## config.mk

```make
export PLATFORM = sky130hd
export DESIGN_NAME = guineveer_halt_ctrl
export DESIGN_NICKNAME = d
export VERILOG_FILES = /design/src/rtl/guineveer_halt_ctrl_pkg.sv /design/src/rtl/guineveer_halt_ctrl.sv
export SDC_FILE = /design/constraint.sdc
export NUM_CORES = 1
export LEC_CHECK = 0
export BUFFER_PORTS_ARGS = -buffer_cell sky130_fd_sc_hd__buf_4
export CORE_MARGIN = 3
export CORE_UTILIZATION = 38
export CTS_BUF_LIST = sky130_fd_sc_hd__clkbuf_4
export CTS_CLUSTER_SIZE = 25
export DETAILED_ROUTE_END_ITERATION = 7
export PLACE_DENSITY_LB_ADDON = 0.08
export SYNTH_ARGS = -nofsm -noshare
export SYNTH_HDL_FRONTEND = slang
export SYNTH_SLANG_ARGS = --single-unit
```

## constraint.sdc

```tcl
create_clock -name clk_i -period 2.35 [get_ports clk_i]
set_input_delay 0.1175 -clock clk_i [delete_from_list [all_inputs] [get_ports clk_i]]
set_output_delay 0.1175 -clock clk_i [all_outputs]
set_load 0.01 [all_outputs]
```

## src/rtl/guineveer_halt_ctrl_pkg.sv

```systemverilog
// ----------------------------------------------------------------------------
// guineveer_halt_ctrl_pkg
// Shared types for the VeeR EL2 halt/run/NMI command sequencer:
//   - op_e     : command op codes carried on cmd_op_i
//   - status_e : response codes returned on rsp_status_o
//   - state_e  : sequencer FSM states
//   - STATUS_W : width of the status field
//   - max3     : helper used to size the shared down-counter
// ----------------------------------------------------------------------------
package guineveer_halt_ctrl_pkg;

    localparam int STATUS_W = 2;

    typedef enum logic [1:0] {
        OP_HALT = 2'd0,
        OP_RUN  = 2'd1,
        OP_NMI  = 2'd2,
        OP_RSVD = 2'd3
    } op_e;

    typedef enum logic [STATUS_W-1:0] {
        ST_OK      = 2'd0,
        ST_TIMEOUT = 2'd1,
        ST_ILLEGAL = 2'd2
    } status_e;

    typedef enum logic [2:0] {
        IDLE      = 3'd0,
        HALT_WAIT = 3'd1,
        RUN_WAIT  = 3'd2,
        NMI_HI    = 3'd3,
        NMI_LO    = 3'd4,
        RESP      = 3'd5
    } state_e;

    function automatic int max3(input int a, input int b, input int c);
        int m;
        m = a;
        if (b > m) m = b;
        if (c > m) m = c;
        return m;
    endfunction

endpackage

```

## src/rtl/guineveer_halt_ctrl.sv

```systemverilog
// ----------------------------------------------------------------------------
// guineveer_halt_ctrl
// Command-driven sequencer for the VeeR EL2 halt/run handshake and NMI pulse.
// One command is accepted at a time; each command ends with a single-cycle
// status strobe. Every wait on the core is bounded by ACK_TIMEOUT, and the
// NMI pulse is shaped to NMI_HOLD cycles high followed by NMI_GAP cycles low.
//
// Ports:
//   clk_i, rst_i            clock, synchronous active-high reset
//   cmd_valid_i/cmd_ready_o command handshake, cmd_op_i selects HALT/RUN/NMI
//   rsp_valid_o/rsp_status_o one-cycle status strobe (OK/TIMEOUT/ILLEGAL)
//   cpu_halt_req_o/cpu_halt_ack_i, cpu_run_req_o/cpu_run_ack_i core handshakes
//   cpu_halt_status_i       core halted status; core_halted_o is it registered
//   nmi_int_o               NMI pin to the core
// All outputs are registered.
// ----------------------------------------------------------------------------
module guineveer_halt_ctrl
    import guineveer_halt_ctrl_pkg::*;
#(
    parameter int ACK_TIMEOUT = 1024,
    parameter int NMI_HOLD    = 2,
    parameter int NMI_GAP     = 2
) (
    input  logic                clk_i,
    input  logic                rst_i,
    input  logic                cmd_valid_i,
    output logic                cmd_ready_o,
    input  logic [1:0]          cmd_op_i,
    output logic                rsp_valid_o,
    output logic [STATUS_W-1:0] rsp_status_o,
    output logic                cpu_halt_req_o,
    input  logic                cpu_halt_ack_i,
    input  logic                cpu_halt_status_i,
    output logic                cpu_run_req_o,
    input  logic                cpu_run_ack_i,
    output logic                nmi_int_o,
    output logic                core_halted_o
);

    // One down-counter serves the ack timeout and both NMI phases, so it is
    // sized for the largest reload value.
    localparam int CNT_MAX = max3(ACK_TIMEOUT, NMI_HOLD, NMI_GAP);
    localparam int CNT_W   = $clog2(CNT_MAX + 1);

    localparam logic [CNT_W-1:0] LOAD_ACK  = CNT_W'(ACK_TIMEOUT);
    localparam logic [CNT_W-1:0] LOAD_HOLD = CNT_W'(NMI_HOLD);
    localparam logic [CNT_W-1:0] LOAD_GAP  = CNT_W'(NMI_GAP);

    state_e           state;
    logic [CNT_W-1:0] cnt;
    logic             cnt_last;
    logic [CNT_W-1:0] cnt_dec;

    // The counter holds the number of cycles left in the current phase;
    // the phase ends on the edge where it reads 1. Zero is treated the same
    // way so a corrupted value can never stall the FSM.
    assign cnt_last = (cnt <= CNT_W'(1));
    // Saturating decrement: never wraps below zero.
    assign cnt_dec  = (cnt == '0) ? '0 : cnt - CNT_W'(1);

    always_ff @(posedge clk_i) begin
        if (rst_i) begin
            state          <= IDLE;
            cnt            <= '0;
            cmd_ready_o    <= 1'b0;
            rsp_valid_o    <= 1'b0;
            rsp_status_o   <= ST_OK;
            cpu_halt_req_o <= 1'b0;
            cpu_run_req_o  <= 1'b0;
            nmi_int_o      <= 1'b0;
            core_halted_o  <= 1'b0;
        end else begin
            core_halted_o <= cpu_halt_status_i;
            rsp_valid_o   <= 1'b0;

            case (state)
                IDLE: begin
                    cmd_ready_o <= 1'b1;
                    if (cmd_valid_i && cmd_ready_o) begin
                        cmd_ready_o <= 1'b0;
                        case (op_e'(cmd_op_i))
                            OP_HALT: begin
                                if (cpu_halt_status_i) begin
                                    // Already halted: answer without touching the core.
                                    state        <= RESP;
                                    rsp_valid_o  <= 1'b1;
                                    rsp_status_o <= ST_OK;
                                end else begin
                                    state          <= HALT_WAIT;
                                    cpu_halt_req_o <= 1'b1;
                                    cnt            <= LOAD_ACK;
                                end
                            end
                            OP_RUN: begin
                                if (!cpu_halt_status_i) begin
                                    // Already running: answer without touching the core.
                                    state        <= RESP;
                                    rsp_valid_o  <= 1'b1;
                                    rsp_status_o <= ST_OK;
                                end else begin
                                    state         <= RUN_WAIT;
                                    cpu_run_req_o <= 1'b1;
                                    cnt           <= LOAD_ACK;
                                end
                            end
                            OP_NMI: begin
                                state     <= NMI_HI;
                                nmi_int_o <= 1'b1;
                                cnt       <= LOAD_HOLD;
                            end
                            default: begin
                                state        <= RESP;
                                rsp_valid_o  <= 1'b1;
                                rsp_status_o <= ST_ILLEGAL;
                            end
                        endcase
                    end
                end

                HALT_WAIT: begin
                    // Ack is checked first so it wins over a same-cycle timeout.
                    if (cpu_halt_ack_i) begin
                        state          <= RESP;
                        cpu_halt_req_o <= 1'b0;
                        rsp_valid_o    <= 1'b1;
                        rsp_status_o   <= ST_OK;
                    end else if (cnt_last) begin
                        state          <= RESP;
                        cpu_halt_req_o <= 1'b0;
                        rsp_valid_o    <= 1'b1;
                        rsp_status_o   <= ST_TIMEOUT;
                    end else begin
                        cnt <= cnt_dec;
                    end
                end

                RUN_WAIT: begin
                    if (cpu_run_ack_i) begin
                        state         <= RESP;
                        cpu_run_req_o <= 1'b0;
                        rsp_valid_o   <= 1'b1;
                        rsp_status_o  <= ST_OK;
                    end else if (cnt_last) begin
                        state         <= RESP;
                        cpu_run_req_o <= 1'b0;
                        rsp_valid_o   <= 1'b1;
                        rsp_status_o  <= ST_TIMEOUT;
                    end else begin
                        cnt <= cnt_dec;
                    end
                end

                NMI_HI: begin
                    if (cnt_last) begin
                        state     <= NMI_LO;
                        nmi_int_o <= 1'b0;
                        cnt       <= LOAD_GAP;
                    end else begin
                        cnt <= cnt_dec;
                    end
                end

                NMI_LO: begin
                    // The low gap is part of the command, so the core always
                    // sees the minimum low time before another NMI can start.
                    if (cnt_last) begin
                        state        <= RESP;
                        rsp_valid_o  <= 1'b1;
                        rsp_status_o <= ST_OK;
                    end else begin
                        cnt <= cnt_dec;
                    end
                end

                RESP: begin
                    state       <= IDLE;
                    cmd_ready_o <= 1'b1;
                end

                default: begin
                    state          <= IDLE;
                    cmd_ready_o    <= 1'b0;
                    cpu_halt_req_o <= 1'b0;
                    cpu_run_req_o  <= 1'b0;
                    nmi_int_o      <= 1'b0;
                end
            endcase
        end
    end

endmodule

```

=== Word-level counts from Yosys, hierarchy flattened ===
Cells that the tools add are included.

* Flip-flop bits (word level): 22
* Bits of input ports: 8
* Word-level logic and storage cells: 107

* Add/subtract/negate cells: 1
* $lt $le $gt $ge: 1
* Equal/unequal tests: 25
* Multiplexer cells: 52
* Bitwise gates (word level): 3
* Reduce and logical (&&, ||, !) cells: 16

{| class="wikitable"
|+ Operators by type and width
! operator !! number
|-
| 11-bit two-way mux || 8
|-
| 11-bit case mux with 5 select lines || 1
|-
| 11-bit case mux with 3 select lines || 1
|-
| 3-bit two-way mux || 7
|-
| 1-bit two-way mux || 18
|-
| 3-bit inequality test (second input constant) || 6
|-
| 2-bit inequality test (second input constant) || 8
|-
| 4-bit OR reduction || 4
|-
| 1-bit case mux with 3 select lines || 5
|-
| 3-bit case mux with 5 select lines || 1
|-
| 2-bit two-way mux || 7
|-
| 11-bit by 1-bit <= comparator with 1-bit output (second input constant) || 1
|-
| 11-bit logical NOT || 1
|-
| 11-bit by 1-bit subtractor with 11-bit output (second input constant) || 1
|-
| 5-bit AND reduction || 2
|-
| 3-bit case mux with 3 select lines || 1
|-
| 2-bit case mux with 4 select lines || 1
|-
| 7-bit AND reduction || 1
|-
| 3-bit by 2-bit equality test with 1-bit output (second input constant) || 2
|-
| 3-bit equality test (second input constant) || 2
|-
| 2-bit by 1-bit inequality test with 1-bit output (second input constant) || 3
|-
| 2-bit case mux with 3 select lines || 1
|-
| 6-bit AND reduction || 1
|-
| 5-bit nonzero test || 1
|-
| other kinds (12) || 14
|}

=== Depth between registers and ports, before layout ===
Gate-level depths: netlist of the first run.

* Word-level depth: 5
* Gate-level depth with buffers: 8
* Gate-level depth less buffers: 7

=== Least setup slack after synthesis of the first run ===
No wires, ideal clock.

* Path type: flip-flop to flip-flop
* Start point: register cnt[3]
* End point: register cnt[8]
* Arrival time: 1.729 ns
* Data required time: 2.278 ns
* Slack: 0.549 ns
* Stages on the path, launching flop included: 5
* Path buffers: 0
* Clock period less this slack: 1.801 ns
* Cell sequence: dfxtp_1 or4_1 or3_1 or4_1 a21oi_1

* Cells in the longest elaborated chain, start to end: 5
* Elaborated cells on any way between the ends: 9

{| class="wikitable"
|+ Ends and longest elaborated chain
! item !! line !! text
|-
| start: declaration || guineveer_halt_ctrl.sv:50 || <nowiki>logic [CNT_W-1:0] cnt;</nowiki>
|-
| start signal: assignment || guineveer_halt_ctrl.sv:133 || <nowiki>cnt <= cnt_dec;</nowiki>
|-
| start signal: assignment || guineveer_halt_ctrl.sv:149 || <nowiki>cnt <= cnt_dec;</nowiki>
|-
| start signal: assignment || guineveer_halt_ctrl.sv:159 || <nowiki>cnt <= cnt_dec;</nowiki>
|-
| 11-bit by 1-bit subtractor with 11-bit output or 11-bit logical NOT (tied branches) || guineveer_halt_ctrl.sv:59 || <nowiki>assign cnt_dec = (cnt == '0) ? '0 : cnt - CNT_W'(1);</nowiki>
|-
| 11-bit two-way mux || guineveer_halt_ctrl.sv:59 ||
|-
| 11-bit two-way mux || guineveer_halt_ctrl.sv:127, guineveer_halt_ctrl.sv:143, guineveer_halt_ctrl.sv:166 ||
|-
| 11-bit two-way mux (on tied branches) || guineveer_halt_ctrl.sv:138, guineveer_halt_ctrl.sv:122 ||
|-
| 11-bit case mux with 5 select lines * || guineveer_halt_ctrl.sv:76 || <nowiki>case (state)</nowiki>
|}

Mark *: on every way between the ends. The rest lies on a longest branch, timed or not. The select of a mux whose other input is x is not followed.
A chain may end at the register's enable or synchronous reset.

=== Final worst setup path of the first run ===
* Start point: register state[0]
* End point: register cnt[3]

* Cells in the longest elaborated chain, start to end: 3
* Elaborated cells on any way between the ends: 14

{| class="wikitable"
|+ Ends and longest elaborated chain
! item !! line !! text
|-
| start: declaration || guineveer_halt_ctrl.sv:49 || <nowiki>state_e state;</nowiki>
|-
| start signal: assignment || guineveer_halt_ctrl.sv:63 || <nowiki>state <= IDLE;</nowiki>
|-
| start signal: assignment || guineveer_halt_ctrl.sv:85 || <nowiki>state <= RESP;</nowiki>
|-
| start signal: assignment || guineveer_halt_ctrl.sv:89 || <nowiki>state <= HALT_WAIT;</nowiki>
|-
| 3-bit equality test (tied with other cells) || guineveer_halt_ctrl.sv:76 ||
|-
| 5-bit nonzero test (no line) (tied with other cells) || -- ||
|-
| 7-bit AND reduction (no line) || -- ||
|}

Several ways; a longest one is shown, not always the timed one.

==> results.md, run 1 <==
- Leakage: 0.616 nW
- Sequential-to-total area share from yosys stat: 31.0%
- Total wirelength of the detailed-routed design: 3810 um
- Setup violation total in the final timing report: 0
- Distinct cell type count of the synthesized netlist: 51
- Resized cells post-CTS: 0
- Setup_tns: 0 ns
- Clock latency of the later-clocked register in the worst-skew pair: 0.30 ns
- TritonCTS clock tree: built
- Path type of the worst min-delay path: in2reg
- Run status: finished clean
- Data required time at the worst endpoint: 2.59 ns
- Number of global-route vias before repair: 1356
- Final Net Count: 209
- Syn nets: 190
- Ant diodes: 0
- Async set-reset flop share out of synthesis: 0%
- Standard cell core area: 0.00347 sq mm
- Number of synthesized flops with an enable pin: 0
- Crit path launch type: register
- Number of routed nets with antenna violations: 0
- Normalized max-slew margin: 63.2%
- Port buffer count: 15
- Final weighted congestion in routability-driven placement: 0.827
- Global-route usage over all layers: 18.3%
- Leading cell types by count after synthesis: dfxtp_1 (22), a21oi_1 (17), nand2_1 (10), nor3_1 (10)
- Number of antenna violations at the first check in global routing: 0
- Post-route minimum period: 2.17 ns
- Avg Synthesized Cell Area: 7.94 sq um
- Nature of the critical path endpoint: register
- Main area contributors after synthesis: dfxtp_1 (31%), a21oi_1 (6.0%), o31ai_1 (4.8%)
- Clock sinks: 22
- Clock-pin transition on the worst setup and hold timing paths: 0.12 ns
- Final number of max-transition violations: 0
- Synth area leader: dfxtp_1
- Maximum operating frequency: 0.460 GHz
- Global-route wire length before repair: 6460 um
- Vias post-DR: 1455
- Post-CTS setup buffer count: 0
- Post-Route Utilization: 47.2%
- Clk root buf: clkbuf_4
- Cts bufs inserted: 3
- Layout Skew: 0.00111 ns
- Tcrit/Tclk final: 92.4%
- Clock H-tree levels: 1
- Height of the die: 67.2 um
- Number of remaining DRC errors: 0
- Synth warn: 0
- Proportion of layout cells with a drive suffix above 1: 18.9%
- # rows: 21
- Total congestion overflow after global routing: 0
- Largest fanout on the critical path: 20
- Cell with the most instances after synthesis: dfxtp_1
- Die Span X: 67.2 um
- Maximum number of pins on one net before global-route repair: 21
- Pwr per Cell Area: 1610 mW/mm^2
- Maximum vdd drop: 0.610 mV
- Post-synthesis instance area: 0.00142 sq mm
- Starting density of the core: 41.0%
- Crit path kind: reg2reg
- Setup repair after global routing missed its margin: no
- Average wire per cell in the routed design: 15.7 um
- Final Hold Fails: 0
- I/O pin count: 16
- Total power consumption of the routed design: 0.00264 W
- Die ar.: 0.00451 sq mm
- WP data arrival: 2.41 ns
- Most frequently used flop master after synthesis: dfxtp_1
- Detailed placer's ending HPWL: 2760 um
- Maximum clock path buffer count: 2
- Synthesized netlist cell count: 179
- Initial DRC Count: 113
- Post-synthesis register bit count: 22
- Area Growth Syn to Fin: 15.1%
- Vias per std cell: 6.01
- Max Cap Violations: 0
- Transition time at the pin with the least slew margin: 0.552 ns
- CTS Hold Bufs: 0
- Number of iterations in the first detailed-routing pass: 4
- Top-area cell type share of the netlist area: 31.0%
==> state kept, by name, indices dropped and copies added, names as in the netlist <==
register,cells
nmi_int_o,1
rsp_valid_o,1
cnt,11
core_halted_o,1
cmd_ready_o,1
cpu_halt_req_o,1
rsp_status_o,2
state,3
cpu_run_req_o,1
==> layout by cell type (no fill, tap or decap), drive strengths merged, types with 4 or more instances in the layout <==
master	synthesis	final
a211oi	4	4
a21oi	18	18
buf	7	25
dfxtp	22	22
inv	7	7
nand2	10	10
nand2b	4	4
nand3	4	4
nor2	8	8
nor3	10	10
o21ai	11	11
o31ai	9	9
or3	5	5
or4	8	8
==> area by class of cell <==
| type | count | area [sq um] |
|---|---|---|
| clock buffer | 3 | 22.5 |
| timing repair buffer | 25 | 188 |
| inverter | 7 | 26.3 |
| fill | 353 | 1830 |
| tap | 46 | 57.6 |
| multi-input combinational | 139 | 902 |
| sequential | 22 | 440 |
==> critical path, cell delays in order, from the launching register on <==
cell and delay [ns]:
dfxtp_1 0.55, inv_2 0.15, a221oi_2 0.36, o22ai_1 0.13, buf_4 0.22, or4_1 0.51, a21oi_1 0.18
==> metal layers <==
metal  vias up  track usage (%)  part of all wire (%)
li1        725                -                     -
met1       679             23.4                    45
met2        49             31.9                    50
met3         2             3.83                   5.1
met4         0             3.54                  0.53
met5         -                0                     0
==> logic make-up after synthesis <==
kind of cell / Yosys count / synth area share, %
compound gates: 65 / 31.3
simple gates: 66 / 26.3
fa+ha+maj: 3 / 2.64
flops: 22 / 31.0
xor+xnor: 3 / 1.85
buf+inv: 18 / 5.55
mux: 2 / 1.41
==> path summary, 6_finish.rpt <==
check / cells after the start / from / end / slack (ns)
worst max-delay path: 6 / state[0] / cnt[3] / 0.18
worst min-delay path: 2 / cpu_halt_status_i / core_halted_o / 0.05
worst max register to register: 6 / state[0] / cnt[3] / 0.18
worst min register to register: 2 / cnt[10] / cnt[10] / 0.50
==> stage by stage <==
stage          hold slack (ns)  setup WS, ns  area [sq um]  instances
5_1_grt                 0.0284       0.00424          1640        242
2_1_floorplan            0.246         0.549          1420        179
3_3_place_gp             0.362         0.309          1610        239
6_report                0.0469         0.178          1640        242
3_5_place_dp             0.366         0.256          1610        239
4_1_cts                 0.0323         0.213          1640        242
==> power by group <==
part           leakage, nW  internal [W]  total, W  switching (W)
sequential           0.180      0.000498  0.000655       0.000157
clock               0.0138     0.0000598  0.000174       0.000114
combinational        0.423      0.000727   0.00181        0.00109
Power figures use the tool's default switching activity.
==> inputs of run 2 (changes only) <==
--- a/config.mk
+++ b/config.mk
@@ -8,7 +8,7 @@
 export BUFFER_PORTS_ARGS = -buffer_cell sky130_fd_sc_hd__buf_4
 export CORE_MARGIN = 3
 export CORE_UTILIZATION = 38
-export CTS_BUF_LIST = sky130_fd_sc_hd__clkbuf_4
+export CTS_BUF_LIST = sky130_fd_sc_hd__clkbuf_8
 export CTS_CLUSTER_SIZE = 25
 export DETAILED_ROUTE_END_ITERATION = 7
 export PLACE_DENSITY_LB_ADDON = 0.08
==> results.md, run 2 (same netlist as run 1, synthesis figures left out) <==
- Biggest registers after layout: cnt: 11 flops, state: 3 flops, rsp_status_o: 2 flops
- Maximum operating frequency: 0.461 GHz
- Die ar.: 0.00451 sq mm
- Number of remaining DRC errors: 0
- Pwr per Cell Area: 1630 mW/mm^2
- Number of iterations in the first detailed-routing pass: 4
- Total power consumption of the routed design: 0.00270 W
- Register area: 440 sq um
- Post-CTS setup buffer count: 0
- TritonCTS clock tree: built
- FF-to-FF Start: state[0]
- Proportion of layout cells with a drive suffix above 1: 18.9%
- # rows: 21
- Nature of the critical path endpoint: register
- Port buffer count: 15
- Max Cap Violations: 0
- Vias per std cell: 6.02
- Slowest stage cell on the critical path: dfxtp_1
- Largest fanout on the critical path: 20
- Maximum number of pins on one net before global-route repair: 21
- Crit path launch type: register
- CTS Hold Bufs: 0
- End of the worst hold path: core_halted_o
- Total congestion overflow after global routing: 0
- Final Net Count: 209
- Number of antenna violations at the first check in global routing: 0
- Commonest non-fill, non-tap cell in the layout: buf_4
- Initial DRC Count: 140
- Average wire per cell in the routed design: 15.5 um
- Number of global-route vias before repair: 1359
- Worst setup slack for register-to-register paths: 0.18 ns
- Crit path kind: reg2reg
- Leakage: 0.624 nW
- Final number of max-transition violations: 0
- Global-route wire length before repair: 6460 um
- Setup_tns: 0 ns
- Standard cell core area: 0.00347 sq mm
- Cts bufs inserted: 3
- Starting density of the core: 41.0%
- Resized cells post-CTS: 0
- Clock-pin transition on the worst setup and hold timing paths: 0.08 ns
- WP data arrival: 2.35 ns
- Clock latency of the later-clocked register in the worst-skew pair: 0.26 ns
- Clk root buf: clkbuf_8
- Fill cell instance count of the final layout: 351
- Setup slack at placement: 0.256 ns
- Number of routed nets with antenna violations: 0
- Post-route minimum period: 2.17 ns
- Die Span X: 67.2 um
- Number of flip-flops in the largest register: 11
- Path type of the worst min-delay path: in2reg
- Final weighted congestion in routability-driven placement: 0.827
- Clock H-tree levels: 1
- Multi-input logic area: 902 sq um
- Setup violation total in the final timing report: 0
- Maximum cell stage delay along the critical path: 0.53 ns
- Total wirelength of the detailed-routed design: 3750 um
- Commonest cells after routing, fill and taps aside: buf_4 (25), dfxtp_1 (22), a21oi_1 (17), nand2_1 (10), nor3_1 (10)
- Number of cells traversed by the worst hold path: 2
- I/O pin count: 16
- Clock sinks: 22
- Height of the die: 67.2 um
- Critical register-to-register path endpoint: cnt[3]
- Hold path start: cpu_halt_status_i
- Global-route usage over all layers: 18.4%
- Most flop-heavy register: cnt
- Run status: finished clean
- Setup repair after global routing missed its margin: no
- Detailed placer's ending HPWL: 2760 um
- Final Worst Setup Slack: 0.183 ns
- Tcrit/Tclk final: 92.2%
- Layout Skew: 0.00110 ns
- Transition time at the pin with the least slew margin: 0.561 ns
- Normalized max-slew margin: 62.6%
- Depth of the most critical reg-to-reg path: 6
- Area Growth Syn to Fin: 16.5%
- Final Hold Fails: 0
- Data required time at the worst endpoint: 2.54 ns
- Post-Route Utilization: 47.7%
- Ant diodes: 0
- Maximum clock path buffer count: 2
- Vias post-DR: 1456
- Maximum vdd drop: 0.624 mV
- Crit-path cells: inv_2, a221oi_2, o22ai_1, buf_4, or4_1, a21oi_1
-- run 2: routing by layer --
layer,vias to the layer above,share of wire (%),track usage (%)
li1,730,-,-
met1,683,45,23.3
met2,41,50,32.0
met3,2,4.8,3.83
met4,0,0.48,3.80
met5,-,0,0
-- run 2: worst max-delay path: cells and delay by family, from the launching register on --
kind            cells  cell delay (ns)
flops               1             0.53
compound gates      3             0.69
simple gates        1             0.51
buf+inv             2             0.37
-- run 2: through the flow --
step	hold WS, ns	cells	area (sq um)
final	0.0984	242	1660
after global routing	0.0912	242	1660
after CTS	0.0909	242	1660
after detailed placement	0.366	239	1610
after global placement	0.362	239	1610
after floorplan	0.246	179	1420
-- run 2: how the worst max path moves through the flow --
stage	slack (ns)	to	depth (start not counted)	from
global route	0.03	cnt[3]	6	state[0]
finish	0.18	cnt[3]	6	state[0]
CTS	0.23	cnt[3]	6	state[0]
floorplan	0.55	cnt[8]	4	cnt[3]
detailed placement	0.26	cnt[3]	6	state[0]
global placement	0.31	cnt[8]	6	state[0]
-- run 2: area by class of cell --
type,count,share of cell area (%)
inverter,7,1.59
clock buffer,3,2.49
timing repair buffer,25,11.3
multi-input combinational,139,54.5
tap,46,3.48
sequential,22,26.6
-- run 2: report_power, final --
part           leakage (nW)  internal, W  switching (W)
clock network        0.0216     0.000114       0.000121
registers             0.180     0.000498       0.000156
logic                 0.423     0.000727        0.00108
total                 0.624      0.00134        0.00136
==> inputs of run 3 (changes only) <==
--- a/config.mk
+++ b/config.mk
@@ -7,11 +7,12 @@
 export LEC_CHECK = 0
 export BUFFER_PORTS_ARGS = -buffer_cell sky130_fd_sc_hd__buf_4
 export CORE_MARGIN = 3
-export CORE_UTILIZATION = 38
+export CORE_UTILIZATION = 60
 export CTS_BUF_LIST = sky130_fd_sc_hd__clkbuf_8
 export CTS_CLUSTER_SIZE = 25
 export DETAILED_ROUTE_END_ITERATION = 7
 export PLACE_DENSITY_LB_ADDON = 0.08
+export REMOVE_ABC_BUFFERS = 1
 export SYNTH_ARGS = -nofsm -noshare
 export SYNTH_HDL_FRONTEND = slang
 export SYNTH_SLANG_ARGS = --single-unit
==> results.md, run 3 (same netlist as run 1, synthesis figures left out) <==
- Largest fanout on the critical path: 9
- Share of total power in sequential cells: 23.8%
- Maximum operating frequency: 0.468 GHz
- Maximum clock path buffer count: 2
- TritonCTS clock tree: built
- Height of the die: 54.7 um
- Post-route minimum period: 2.14 ns
- Cts bufs inserted: 3
- Max Cap Violations: 0
- Standard cell core area: 0.00210 sq mm
- I/O pin count: 16
- Vias post-DR: 1561
- Die ar.: 0.00299 sq mm
- Final Net Count: 209
- Layout Skew: 0.00124 ns
- Commonest non-fill, non-tap cell in the layout: buf_4
- Setup violation total in the final timing report: 0
- Detailed placer's ending HPWL: 2810 um
- Maximum cell stage delay along the critical path: 0.56 ns
- # rows: 16
- Pwr per Cell Area: 1690 mW/mm^2
- Starting density of the core: 67.6%
- Number of antenna violations at the first check in global routing: 0
- Cell area after placement: 0.00159 sq mm
- Clock latency of the later-clocked register in the worst-skew pair: 0.26 ns
- Biggest registers after layout: cnt: 11 flops, state: 3 flops, rsp_status_o: 2 flops
- Depth of the most critical reg-to-reg path: 5
- Commonest cells after routing, fill and taps aside: buf_4 (25), dfxtp_1 (22), a21oi_1 (17), nand2_1 (10), nor3_1 (10)
- Initial DRC Count: 91
- Global-route wire length before repair: 6330 um
- Maximum number of pins on one net before global-route repair: 21
- Number of iterations in the first detailed-routing pass: 4
- Clock-pin transition on the worst setup and hold timing paths: 0.08 ns
- Proportion of layout cells with a drive suffix above 1: 19.3%
- Data required time at the worst endpoint: 2.48 ns
- Ant diodes: 0
- Port buffer count: 15
- Clk root buf: clkbuf_8
- Number of global-route vias before repair: 1408
- Die Span X: 54.7 um
- Clock H-tree levels: 1
- Clock sinks: 22
- CTS Hold Bufs: 0
- Final weighted congestion in routability-driven placement: 0.975
- Maximum vdd drop: 1.17 mV
- Cell with the most instances on the worst path: nor4_1
- Leakage: 0.631 nW
- Share of power burned in combinational logic: 66.3%
- Setup_tns: 0 ns
- Slowest stage cell on the critical path: nor4_1
- Area Growth Syn to Fin: 15.8%
- Average wire per cell in the routed design: 17.4 um
- Resized cells post-CTS: 0
- Crit path launch type: register
- Switching power summed over all nets: 0.00140 W
- Final number of max-transition violations: 0
- Vias per std cell: 6.97
- Sw frac: 50.2%
- Post-CTS setup buffer count: 0
- Most flop-heavy register: cnt
- Setup repair after global routing missed its margin: no
- Number of flip-flops in the largest register: 11
- Crit-path cells: nor4_1, and4_1, nor4_1, o221ai_2, a21oi_1
- Nature of the critical path endpoint: register
- Post-route design area: 0.00165 sq mm
- Cell-internal power: 0.00138 W
- Normalized max-slew margin: 61.2%
- Fill cell instance count of the final layout: 153
- Total power consumption of the routed design: 0.00278 W
- Crit path kind: reg2reg
- Number of cells traversed by the worst hold path: 2
- Hold Worst Slack: 0.0968 ns
- Transition time at the pin with the least slew margin: 0.577 ns
- Clock group share of total power: 9.9%
- Total wirelength of the detailed-routed design: 3900 um
- Number of routed nets with antenna violations: 0
- Tcrit/Tclk final: 90.9%
- Number of remaining DRC errors: 0
- Run status: finished clean
- WP data arrival: 2.27 ns
- Path type of the worst min-delay path: in2reg
- Total congestion overflow after global routing: 0
- Global-route usage over all layers: 28.9%
- Final Hold Fails: 0
[run 3: path summary, 6_finish.rpt]
kind                                   startpoint              end  slack (ns)
worst max-delay path                       cnt[3]           cnt[2]        0.21
worst min-delay path            cpu_halt_status_i    core_halted_o         0.1
worst max register to register             cnt[3]           cnt[2]        0.21
worst min register to register    rsp_status_o[1]  rsp_status_o[1]        0.50
[run 3: cell type report]
type,count,area (sq um),share of cell area [%]
well taps,27,33.8,2.05
repair buffers,25,188,11.4
clock buffers,4,55.1,3.35
multi-input cells,139,902,54.8
flip-flops and latches,22,440,26.8
inverters,7,26.3,1.60
[run 3: per-layer routing]
metal	part of all wire, %	track usage [%]	vias to the layer above	routed length [um]
met2	45	45.7	110	1750
li1	-	-	729	-
met4	2.4	10.8	0	95
met3	12	6.54	18	470
met5	0	0	-	0
met1	41	37.8	704	1580
[run 3: power by group through the flow]
stage	clock network (W)	logic (W)	registers (W)
floorplan	0	0.00119	0.000651
global placement	0	0.00172	0.000650
detailed placement	0	0.00177	0.000662
CTS	0.000273	0.00179	0.000654
global route	0.000289	0.00201	0.000684
finish	0.000274	0.00184	0.000663
[run 3: critical path, delay by kind of cell, from the launching register on]
kind / cells / cell delay (ns)
simple gates: 3 / 1.13
flops: 1 / 0.37
compound gates: 2 / 0.51
[run 3: stage by stage]
stage | util [%] | instances | setup WS (ns)
after floorplan | - | 168 | 0.137
after global placement | 75.7 | 220 | 0.413
after detailed placement | 75.7 | 220 | 0.308
after CTS | 78.3 | 224 | 0.263
after global routing | 78.3 | 224 | 0.0852
final | 78.3 | 224 | 0.214
